<file path="config.mk">
export PLATFORM = sky130hd
export DESIGN_NAME = hazard_ctrl_flat
export DESIGN_NICKNAME = d
export VERILOG_FILES = /design/src/rtl/hazard_ctrl_if.sv /design/src/rtl/hazard_ctrl.sv /design/src/flat_wrapper.sv
export SDC_FILE = /design/constraint.sdc
export NUM_CORES = 1
export LEC_CHECK = 0
export CAP_MARGIN = 15
export CORE_ASPECT_RATIO = 0.6
export CORE_UTILIZATION = 53
export DETAILED_ROUTE_END_ITERATION = 10
export PLACE_DENSITY = 0.78
export SKIP_CTS_REPAIR_TIMING = 1
export SLEW_MARGIN = 0
export SYNTH_ARGS = -nofsm -noshare
export SYNTH_HDL_FRONTEND = slang
export SYNTH_SLANG_ARGS = --single-unit
</file>
<file path="constraint.sdc">
create_clock -name clk -period 2 [get_ports clk]
set_input_delay 0.2 -clock clk [delete_from_list [all_inputs] [get_ports clk]]
set_output_delay 0.2 -clock clk [all_outputs]
set_load 0.05 [all_outputs]
</file>
<file path="src/rtl/hazard_ctrl_if.sv">
// hazard_ctrl_if
//   Bundles the D-stage register-use info, the branch/memory status inputs and
//   the stall/flush/forward controls exchanged between the pipeline datapath
//   and hazard_ctrl.
//   master : pipeline side (drives D-stage info, pcsrc_e, dmem_ready)
//   slave  : hazard_ctrl side (drives stall/flush/forward selects)
//   Parameter REG_AW : register address width.
interface hazard_ctrl_if #(
    parameter int REG_AW = 5
);
    // D-stage instruction info and pipeline status
    logic [REG_AW-1:0] rs1_d;
    logic [REG_AW-1:0] rs2_d;
    logic [REG_AW-1:0] rd_d;
    logic              regwrite_d;
    logic              isload_d;
    logic              memacc_d;
    logic              valid_d;
    logic              pcsrc_e;
    logic              dmem_ready;
    // Pipeline-register controls
    logic              stall_f;
    logic              stall_d;
    logic              flush_d;
    logic              stall_e;
    logic              flush_e;
    logic              stall_m;
    logic              flush_w;
    logic [1:0]        forwardae;
    logic [1:0]        forwardbe;

    modport master (
        output rs1_d, rs2_d, rd_d, regwrite_d, isload_d, memacc_d, valid_d,
        output pcsrc_e, dmem_ready,
        input  stall_f, stall_d, flush_d, stall_e, flush_e, stall_m, flush_w,
        input  forwardae, forwardbe
    );

    modport slave (
        input  rs1_d, rs2_d, rd_d, regwrite_d, isload_d, memacc_d, valid_d,
        input  pcsrc_e, dmem_ready,
        output stall_f, stall_d, flush_d, stall_e, flush_e, stall_m, flush_w,
        output forwardae, forwardbe
    );
endinterface

</file>
<file path="src/rtl/hazard_ctrl.sv">
// hazard_ctrl
//   Hazard and sequencing controller for the 5-stage RV32I pipe (F/D/E/M/W).
//   Keeps a shadow copy of register-use info for E, M and W and produces the
//   stall / flush / forwarding selects for the pipeline registers:
//     - load-use stall (1 bubble)
//     - taken branch/jump flush (2 bubbles)
//     - whole-pipe freeze while the M-stage dmem access is not ready
//   Ports:
//     clk, rst_n : core clock, asynchronous active-low reset
//     hz         : hazard_ctrl_if.slave (D-stage info in, controls out)
//   Optional build macro HAZARD_PERF_CNT_EN adds wrapping perf counters
//     stall_cnt, flush_cnt, memwait_cnt [CNT_W-1:0].
module hazard_ctrl #(
    parameter int REG_AW = 5,
    parameter int CNT_W  = 32
) (
    input  logic             clk,
    input  logic             rst_n,
    hazard_ctrl_if.slave     hz
`ifdef HAZARD_PERF_CNT_EN
    ,
    output logic [CNT_W-1:0] stall_cnt,
    output logic [CNT_W-1:0] flush_cnt,
    output logic [CNT_W-1:0] memwait_cnt
`endif
);

    if (CNT_W < 1) begin : g_bad_cnt_w
        $error("hazard_ctrl: CNT_W must be at least 1");
    end

    // Shadow state
    logic [REG_AW-1:0] r_rs1_e, r_rs2_e, r_rd_e;
    logic              r_regwrite_e, r_isload_e, r_memacc_e, r_valid_e;
    logic [REG_AW-1:0] r_rd_m;
    logic              r_regwrite_m, r_memacc_m, r_valid_m;
    logic [REG_AW-1:0] r_rd_w;
    logic              r_regwrite_w, r_valid_w;

    logic w_mem_wait, w_lwstall, w_bubble_e;
    logic w_m_wr, w_w_wr;

    assign w_mem_wait = r_valid_m & r_memacc_m & ~hz.dmem_ready;
    assign w_lwstall  = r_valid_e & r_isload_e & (r_rd_e != '0) & hz.valid_d &
                        ((r_rd_e == hz.rs1_d) | (r_rd_e == hz.rs2_d));
    assign w_bubble_e = w_lwstall | hz.pcsrc_e;

    // A stage can forward only if it really writes a non-x0 register
    assign w_m_wr = r_valid_m & r_regwrite_m & (r_rd_m != '0);
    assign w_w_wr = r_valid_w & r_regwrite_w & (r_rd_w != '0);

    // M beats W: it holds the younger value of the register
    assign hz.forwardae = (w_m_wr && r_rd_m == r_rs1_e) ? 2'b10 :
                          (w_w_wr && r_rd_w == r_rs1_e) ? 2'b01 : 2'b00;
    assign hz.forwardbe = (w_m_wr && r_rd_m == r_rs2_e) ? 2'b10 :
                          (w_w_wr && r_rd_w == r_rs2_e) ? 2'b01 : 2'b00;

    always_comb begin
        hz.stall_f = 1'b0;
        hz.stall_d = 1'b0;
        hz.flush_d = 1'b0;
        hz.stall_e = 1'b0;
        hz.flush_e = 1'b0;
        hz.stall_m = 1'b0;
        hz.flush_w = 1'b0;
        if (w_mem_wait) begin
            // Freeze F..M; W takes a bubble. A pending branch in E is
            // re-presented once the access completes, so it is ignored here.
            hz.stall_f = 1'b1;
            hz.stall_d = 1'b1;
            hz.stall_e = 1'b1;
            hz.stall_m = 1'b1;
            hz.flush_w = 1'b1;
        end else begin
            hz.stall_f = w_lwstall;
            hz.stall_d = w_lwstall;
            hz.flush_d = hz.pcsrc_e;      // flush wins over stall for IF/ID
            hz.flush_e = w_bubble_e;
        end
    end

    always_ff @(posedge clk or negedge rst_n) begin
        if (!rst_n) begin
            r_rs1_e      <= '0;
            r_rs2_e      <= '0;
            r_rd_e       <= '0;
            r_regwrite_e <= 1'b0;
            r_isload_e   <= 1'b0;
            r_memacc_e   <= 1'b0;
            r_valid_e    <= 1'b0;
            r_rd_m       <= '0;
            r_regwrite_m <= 1'b0;
            r_memacc_m   <= 1'b0;
            r_valid_m    <= 1'b0;
            r_rd_w       <= '0;
            r_regwrite_w <= 1'b0;
            r_valid_w    <= 1'b0;
        end else if (w_mem_wait) begin
            // E and M hold; W becomes a bubble
            r_rd_w       <= '0;
            r_regwrite_w <= 1'b0;
            r_valid_w    <= 1'b0;
        end else begin
            r_rd_w       <= r_rd_m;
            r_regwrite_w <= r_regwrite_m;
            r_valid_w    <= r_valid_m;
            r_rd_m       <= r_rd_e;
            r_regwrite_m <= r_regwrite_e;
            r_memacc_m   <= r_memacc_e;
            r_valid_m    <= r_valid_e;
            if (w_bubble_e) begin
                r_rs1_e      <= '0;
                r_rs2_e      <= '0;
                r_rd_e       <= '0;
                r_regwrite_e <= 1'b0;
                r_isload_e   <= 1'b0;
                r_memacc_e   <= 1'b0;
                r_valid_e    <= 1'b0;
            end else begin
                r_rs1_e      <= hz.rs1_d;
                r_rs2_e      <= hz.rs2_d;
                r_rd_e       <= hz.rd_d;
                r_regwrite_e <= hz.regwrite_d;
                r_isload_e   <= hz.isload_d;
                r_memacc_e   <= hz.memacc_d;
                r_valid_e    <= hz.valid_d;
            end
        end
    end

`ifdef HAZARD_PERF_CNT_EN
    always_ff @(posedge clk or negedge rst_n) begin
        if (!rst_n) begin
            stall_cnt   <= '0;
            flush_cnt   <= '0;
            memwait_cnt <= '0;
        end else if (w_mem_wait) begin
            memwait_cnt <= memwait_cnt + 1'b1;
        end else begin
            if (w_lwstall)  stall_cnt <= stall_cnt + 1'b1;
            if (hz.pcsrc_e) flush_cnt <= flush_cnt + 1'b1;
        end
    end
`endif

endmodule

</file>
<file path="src/flat_wrapper.sv">
// flat-port wrapper written by rule: the top's interface ports become plain ports
module hazard_ctrl_flat 
#(
    parameter int REG_AW = 5,
    parameter int CNT_W  = 32
)
  (clk, rst_n, hz_rs1_d, hz_rs2_d, hz_rd_d, hz_regwrite_d, hz_isload_d, hz_memacc_d, hz_valid_d, hz_pcsrc_e, hz_dmem_ready, hz_stall_f, hz_stall_d, hz_flush_d, hz_stall_e, hz_flush_e, hz_stall_m, hz_flush_w, hz_forwardae, hz_forwardbe);
  hazard_ctrl_if #(.REG_AW(REG_AW)) hz_i ();
  input  logic clk;
  input  logic rst_n;
  input wire logic [$bits(hz_i.rs1_d)-1:0] hz_rs1_d;
  input wire logic [$bits(hz_i.rs2_d)-1:0] hz_rs2_d;
  input wire logic [$bits(hz_i.rd_d)-1:0] hz_rd_d;
  input wire logic [$bits(hz_i.regwrite_d)-1:0] hz_regwrite_d;
  input wire logic [$bits(hz_i.isload_d)-1:0] hz_isload_d;
  input wire logic [$bits(hz_i.memacc_d)-1:0] hz_memacc_d;
  input wire logic [$bits(hz_i.valid_d)-1:0] hz_valid_d;
  input wire logic [$bits(hz_i.pcsrc_e)-1:0] hz_pcsrc_e;
  input wire logic [$bits(hz_i.dmem_ready)-1:0] hz_dmem_ready;
  output wire logic [$bits(hz_i.stall_f)-1:0] hz_stall_f;
  output wire logic [$bits(hz_i.stall_d)-1:0] hz_stall_d;
  output wire logic [$bits(hz_i.flush_d)-1:0] hz_flush_d;
  output wire logic [$bits(hz_i.stall_e)-1:0] hz_stall_e;
  output wire logic [$bits(hz_i.flush_e)-1:0] hz_flush_e;
  output wire logic [$bits(hz_i.stall_m)-1:0] hz_stall_m;
  output wire logic [$bits(hz_i.flush_w)-1:0] hz_flush_w;
  output wire logic [$bits(hz_i.forwardae)-1:0] hz_forwardae;
  output wire logic [$bits(hz_i.forwardbe)-1:0] hz_forwardbe;
  assign hz_i.rs1_d = hz_rs1_d;
  assign hz_i.rs2_d = hz_rs2_d;
  assign hz_i.rd_d = hz_rd_d;
  assign hz_i.regwrite_d = hz_regwrite_d;
  assign hz_i.isload_d = hz_isload_d;
  assign hz_i.memacc_d = hz_memacc_d;
  assign hz_i.valid_d = hz_valid_d;
  assign hz_i.pcsrc_e = hz_pcsrc_e;
  assign hz_i.dmem_ready = hz_dmem_ready;
  assign hz_stall_f = hz_i.stall_f;
  assign hz_stall_d = hz_i.stall_d;
  assign hz_flush_d = hz_i.flush_d;
  assign hz_stall_e = hz_i.stall_e;
  assign hz_flush_e = hz_i.flush_e;
  assign hz_stall_m = hz_i.stall_m;
  assign hz_flush_w = hz_i.flush_w;
  assign hz_forwardae = hz_i.forwardae;
  assign hz_forwardbe = hz_i.forwardbe;
  hazard_ctrl #(.REG_AW(REG_AW), .CNT_W(CNT_W)) u_core (.clk(clk), .rst_n(rst_n), .hz(hz_i));
endmodule
</file>
Yosys cells after proc, flatten, opt, wreduce, memory -nomap -nowiden
Index checks and enable logic that the tools add are counted.
W data, S select, Z words.
{"block": "totals", "regBits": 34, "in_bits": 23, "word_cells": 58, "out_inout_bits": 11}
{"block": "op_classes", "reduce_logical": 7, "muxes": 18, "bitwise": 13, "n_eq_ne": 6}
{"cell": "$eq A5 B5 Y1", "n": 6}
{"cell": "$mux W5", "n": 4}
{"cell": "$reduce_bool A5 Y1", "n": 3}
{"cell": "$mux W1", "n": 12}
{"cell": "$and A1 B1 Y1", "n": 10}
{"cell": "$logic_and A1 B1 Y1", "n": 4}
{"cell": "$mux W2", "n": 2}
{"cell": "$or A1 B1 Y1", "n": 2}
{"cell": "$not A1 Y1", "n": 1}

Logic depth before layout (Yosys ltp)
{"block": "logic_depth", "ltp_word": 6, "ltp_mapped": 7, "mapped_depth_nobuf": 6}

Least setup slack after synthesis
Ideal clock, no wire load.
{"block": "synth_path", "path_type": "register -> output", "start": "register u_core.r_rd_m[4]", "end": "output hz_forwardae[0]", "required_ns": 1.800, "t_arrival_ns": 2.999, "n_path_buf": 0, "setup_slack_ns": -1.199, "path_stages_with_launch": 5, "path_cell_list": "dfrtp_1 or4_1 o211ai_2 nor4_1 nor4_1"}
{"block": "synth_via", "elab_chain_len": 4, "elab_cells_between_ends": 5, "cone_classes": "eq/ne: 1; mux: 1; bitwise: 1; reduce/logical: 2"}
{"item": "start: declaration", "line_no": "hazard_ctrl.sv:35", "text": "logic [REG_AW-1:0] r_rd_m;"}
{"item": "start signal: assignment", "line_no": "hazard_ctrl.sv:107", "text": "r_rd_m <= r_rd_e;"}
{"item": "$reduce_bool A5 Y1", "line_no": "hazard_ctrl.sv:49", "text": "assign w_m_wr = r_valid_m & r_regwrite_m & (r_rd_m != '0);"}
{"item": "$and A1 B1 Y1", "line_no": "hazard_ctrl.sv:49"}
{"item": "$logic_and A1 B1 Y1 (*)", "line_no": "hazard_ctrl.sv:53", "text": "assign hz.forwardae = (w_m_wr && r_rd_m == r_rs1_e) ? 2'b10 :"}
{"item": "$mux W2 (*)", "line_no": "hazard_ctrl.sv:53"}
{"item": "end: declaration", "line_no": "flat_wrapper.sv:27", "text": "output wire logic [$bits(hz_i.forwardae)-1:0] hz_forwardae;"}
Every way passes the cells marked *; elsewhere a longest branch is shown, timed or not.

Worst setup path after layout
{"block": "layout_path", "start": "register u_core.r_rd_w[2]", "end": "output hz_forwardae[0]"}
{"block": "layout_via", "elab_chain_len": 5, "elab_cells_between_ends": 6, "cone_classes": "eq/ne: 1; mux: 2; bitwise: 1; reduce/logical: 2"}
{"item": "start: declaration", "line_no": "hazard_ctrl.sv:37", "text": "logic [REG_AW-1:0] r_rd_w;"}
{"item": "start signal: assignment", "line_no": "hazard_ctrl.sv:104", "text": "r_rd_w <= r_rd_m;"}
{"item": "$reduce_bool A5 Y1", "line_no": "hazard_ctrl.sv:50", "text": "assign w_w_wr = r_valid_w & r_regwrite_w & (r_rd_w != '0);"}
{"item": "$and A1 B1 Y1", "line_no": "hazard_ctrl.sv:50"}
{"item": "$logic_and A1 B1 Y1 (*)", "line_no": "hazard_ctrl.sv:54", "text": "(w_w_wr && r_rd_w == r_rs1_e) ? 2'b01 : 2'b00;"}
{"item": "$mux W1 (*)", "line_no": "hazard_ctrl.sv:54"}
{"item": "$mux W2 (*)", "line_no": "hazard_ctrl.sv:53"}
Marked as above.

==> flow_summary_export.csv <==
group,metric,value,unit
synth,yosysMostFrequentCell,"dfrtp_1",
timing,period_needed,2.32,ns
clock_tree,cts_made_buffers,5,
clock_tree,clockBufferDepth,2,
die,ioPinCount,34,
synth,ys_ff_latch,34,
final_layout,fin_cells,287,
status,outcome,"finished, violations left",
setup_path,startpoint_type,"flip-flop",
drt,routed_wl,5820,um
clock_tree,ctsRootBufferMaster,"clkbuf_8",
final_layout,fill_cells,183,
global_routing,first_global_vias,1643,
synth,yosysTopAreaCellShare,43.1,%
drt,routedWlPerCell,20.3,um
setup_path,cp.arrival,2.12,ns
job,drv_cap,0,
synth,synth-async-reset-ratio,100,%
global_routing,antenna_found_initial,0,
global_routing,overflow,0,
global_routing,track_usage,29.1,%
synth,synth_warnings,0,
timing,drv_slew,0,
clock_tree,htree_levels,2,
clock_tree,clkLatencyLatePin,0.31,ns
setup_path,worstSetupPathType,"flip-flop to primary output",
clock_tree,cts_tree,"yes",
setup_path,critPathCaptureType,"primary output",
power,ir_drop,0.687,mV
timing,worst_pin_slew,0.453,ns
clock_tree,cts.sinks,34,
timing,maxSlewHeadroom,69.8,%
synth,synth_edf_count,0,
power,cellLeakagePower,1.30,nW
die,die_x,80.7,um
timing,skew,0.00884,ns
place,hpwlAfterDp,3700,um
min_path,holdCritPathClass,"input pin to asynchronous set/reset pin",
global_routing,grt_pass1_wl,8360,um
timing,fin_crit_sh,116,%
synth,syn_nets,211,
die,core-area,3400,um2
setup_path,crit_path_start,"u_core.r_rd_w[2]",
final_layout,layout-drive-gt1-share,36.8,%
final_layout,finalNetCount,264,
final_layout,finalInstanceArea,2810,um2
place,dp.cells,272,
timing,setup-violations-final,5,
drt,drc,0,
drt,met1_length,2440,um
timing,clock.fmax,430,MHz
drt,vias,1727,
status,violations,"negative setup slack",
synth,synth_common_cells,"dfrtp_1 (34), xor2_1 (24), nand2_1 (19), nor3b_1 (19), a21o_2 (13)",
timing,fin_setup_tns,-1.05,ns
final_layout,syn2layout_area_growth,42.4,%
timing,rsz0062_at_grt,"true",
drt,maxUsedRoutingLayer,"met4",
drt,met3_length,494,um
die,start_util,57.9,%
synth,syn_area_per_cell,10.5,um2
timing,hold_violations,0,
synth,syn_area,1970,um2
place,place.gp.congestion,0.988,
die,floorplan.rows,16,
place,io_buffers,33,
power,power_density,1020,nW/um2
synth,synth_area_leaders,"dfrtp_1 (43%), xor2_1 (11%), nor3b_1 (7.2%)",
final_layout,antenna_cells,0,
drt,first_pass_iters,5,
drt,met2_length,2670,um
place,place_ws,0.0310,ns
clock_tree,clkTransAtPathRegs,0.08,ns
synth,ys_seq_area_share,43.1,%
synth,ys_types,31,
die,die-area,3980,um2
drt,vias_per_cell,6.02,
setup_path,r2r-start,"u_core.r_rd_e[3]",
global_routing,grt_start_max_net_pins,43,
synth,synth_top_cell_by_area,"dfrtp_1",
drt,drt_iter0_markers,119,
timing,fin_hold_ws,0.296,ns
setup_path,path_max_fanout,2,
synth,yosys_most_used_dff,"dfrtp_1",
synth,syn_inst,188,
die,die_y,49.2,um
timing,setup_ws,-0.325,ns
drt,drtAntennaViolNets,0,
place,dpl_cell_area,2550,um2
setup_path,cp.required,1.80,ns
-- placed cells by master (no fill, tap or decap), drive strengths merged --
| cell type | Yosys | layout |
|---|---|---|
| or2 | 2 | 2 |
| nor3 | 2 | 2 |
| nor4 | 4 | 4 |
| o31ai | 1 | 1 |
| a21o | 19 | 19 |
| nor2 | 2 | 2 |
| clkdlybuf4s50 | 0 | 22 |
| o2111ai | 1 | 1 |
| clkinv | 1 | 2 |
| o211ai | 2 | 2 |
| a22oi | 1 | 1 |
| xnor2 | 6 | 6 |
| inv | 2 | 2 |
| nand3 | 3 | 3 |
| or4 | 5 | 5 |
| a22o | 19 | 19 |
| a21boi | 1 | 1 |
| nand2 | 19 | 19 |
| xor2 | 24 | 24 |
| nor3b | 19 | 19 |
| bufinv | 0 | 2 |
| buf | 8 | 38 |
| o21ai | 1 | 1 |
| clkbuf | 6 | 5 |
| nor2b | 6 | 6 |
| dfrtp | 34 | 34 |
-- registers in the layout, summed over array words and instances (netlist names) --
register,flops
u_core.r_isload_e,1
u_core.r_memacc_e,1
u_core.r_memacc_m,1
u_core.r_rd_e,5
u_core.r_rd_m,5
u_core.r_rd_w,5
u_core.r_regwrite_e,1
u_core.r_regwrite_m,1
u_core.r_regwrite_w,1
u_core.r_rs1_e,5
u_core.r_rs2_e,5
u_core.r_valid_e,1
u_core.r_valid_m,1
u_core.r_valid_w,1
-- area by class of cell --
cell class / instances / area (um2) / area share, %
flip-flops and latches: 34 / 852 / 30.3
clock inverters: 3 / 68.8 / 2.45
clock buffers: 5 / 68.8 / 2.45
inverters: 3 / 11.3 / 0.401
repair buffers: 60 / 587 / 20.9
multi-input cells: 137 / 1160 / 41.4
well taps: 45 / 56.3 / 2.01
-- worst max-delay path, stage by stage (launching register included) --
cell      delay (ns)
dfrtp_1         0.40
or4_1           0.15
o211ai_1        0.14
or4_4           0.60
nor4_4          0.36
buf_12          0.18
-- layer usage --
layer  track usage (%)  vias up
li1                  -      771
met1              40.9      840
met2              44.5       96
met3              7.66       20
met4              7.44        0
met5                 0        -
-- logic make-up after synthesis --
logic type      count (synthesis)  share of synthesized area (%)
simple gates                   62                           18.5
xor+xnor                       30                           13.3
flops                          34                           43.1
compound gates                 45                           20.4
buf+inv                        17                           4.69
-- power by group --
part           internal, W  total [W]  switching (W)
registers         0.000836    0.00101       0.000175
logic             0.000504    0.00106       0.000561
clock network     0.000499   0.000783       0.000284
total              0.00184    0.00286        0.00102
-- worst paths after layout --
path / endpoint / slack [ns] / cells past startpoint
max: hz_forwardae[0] / -0.32 / 5
min: u_core.r_rd_e[1] / 0.30 / 2
max reg2reg: u_core.r_rs1_e[1] / 0 / 7
max in group asynchronous: u_core.r_rd_e[4] / 1.37 / 2
min reg2reg: u_core.r_memacc_m / 0.50 / 1
min in group clk: u_core.r_memacc_m / 0.50 / 1
-- per-stage QoR --
stage	total power [W]	util [%]
after detailed placement	0.00195	74.9
after global routing	0.00298	82.5
after global placement	0.00190	74.9
after CTS	0.00272	78.9
after floorplan	0.00160	-
final	0.00286	82.5
Power figures use the tool's default switching activity.
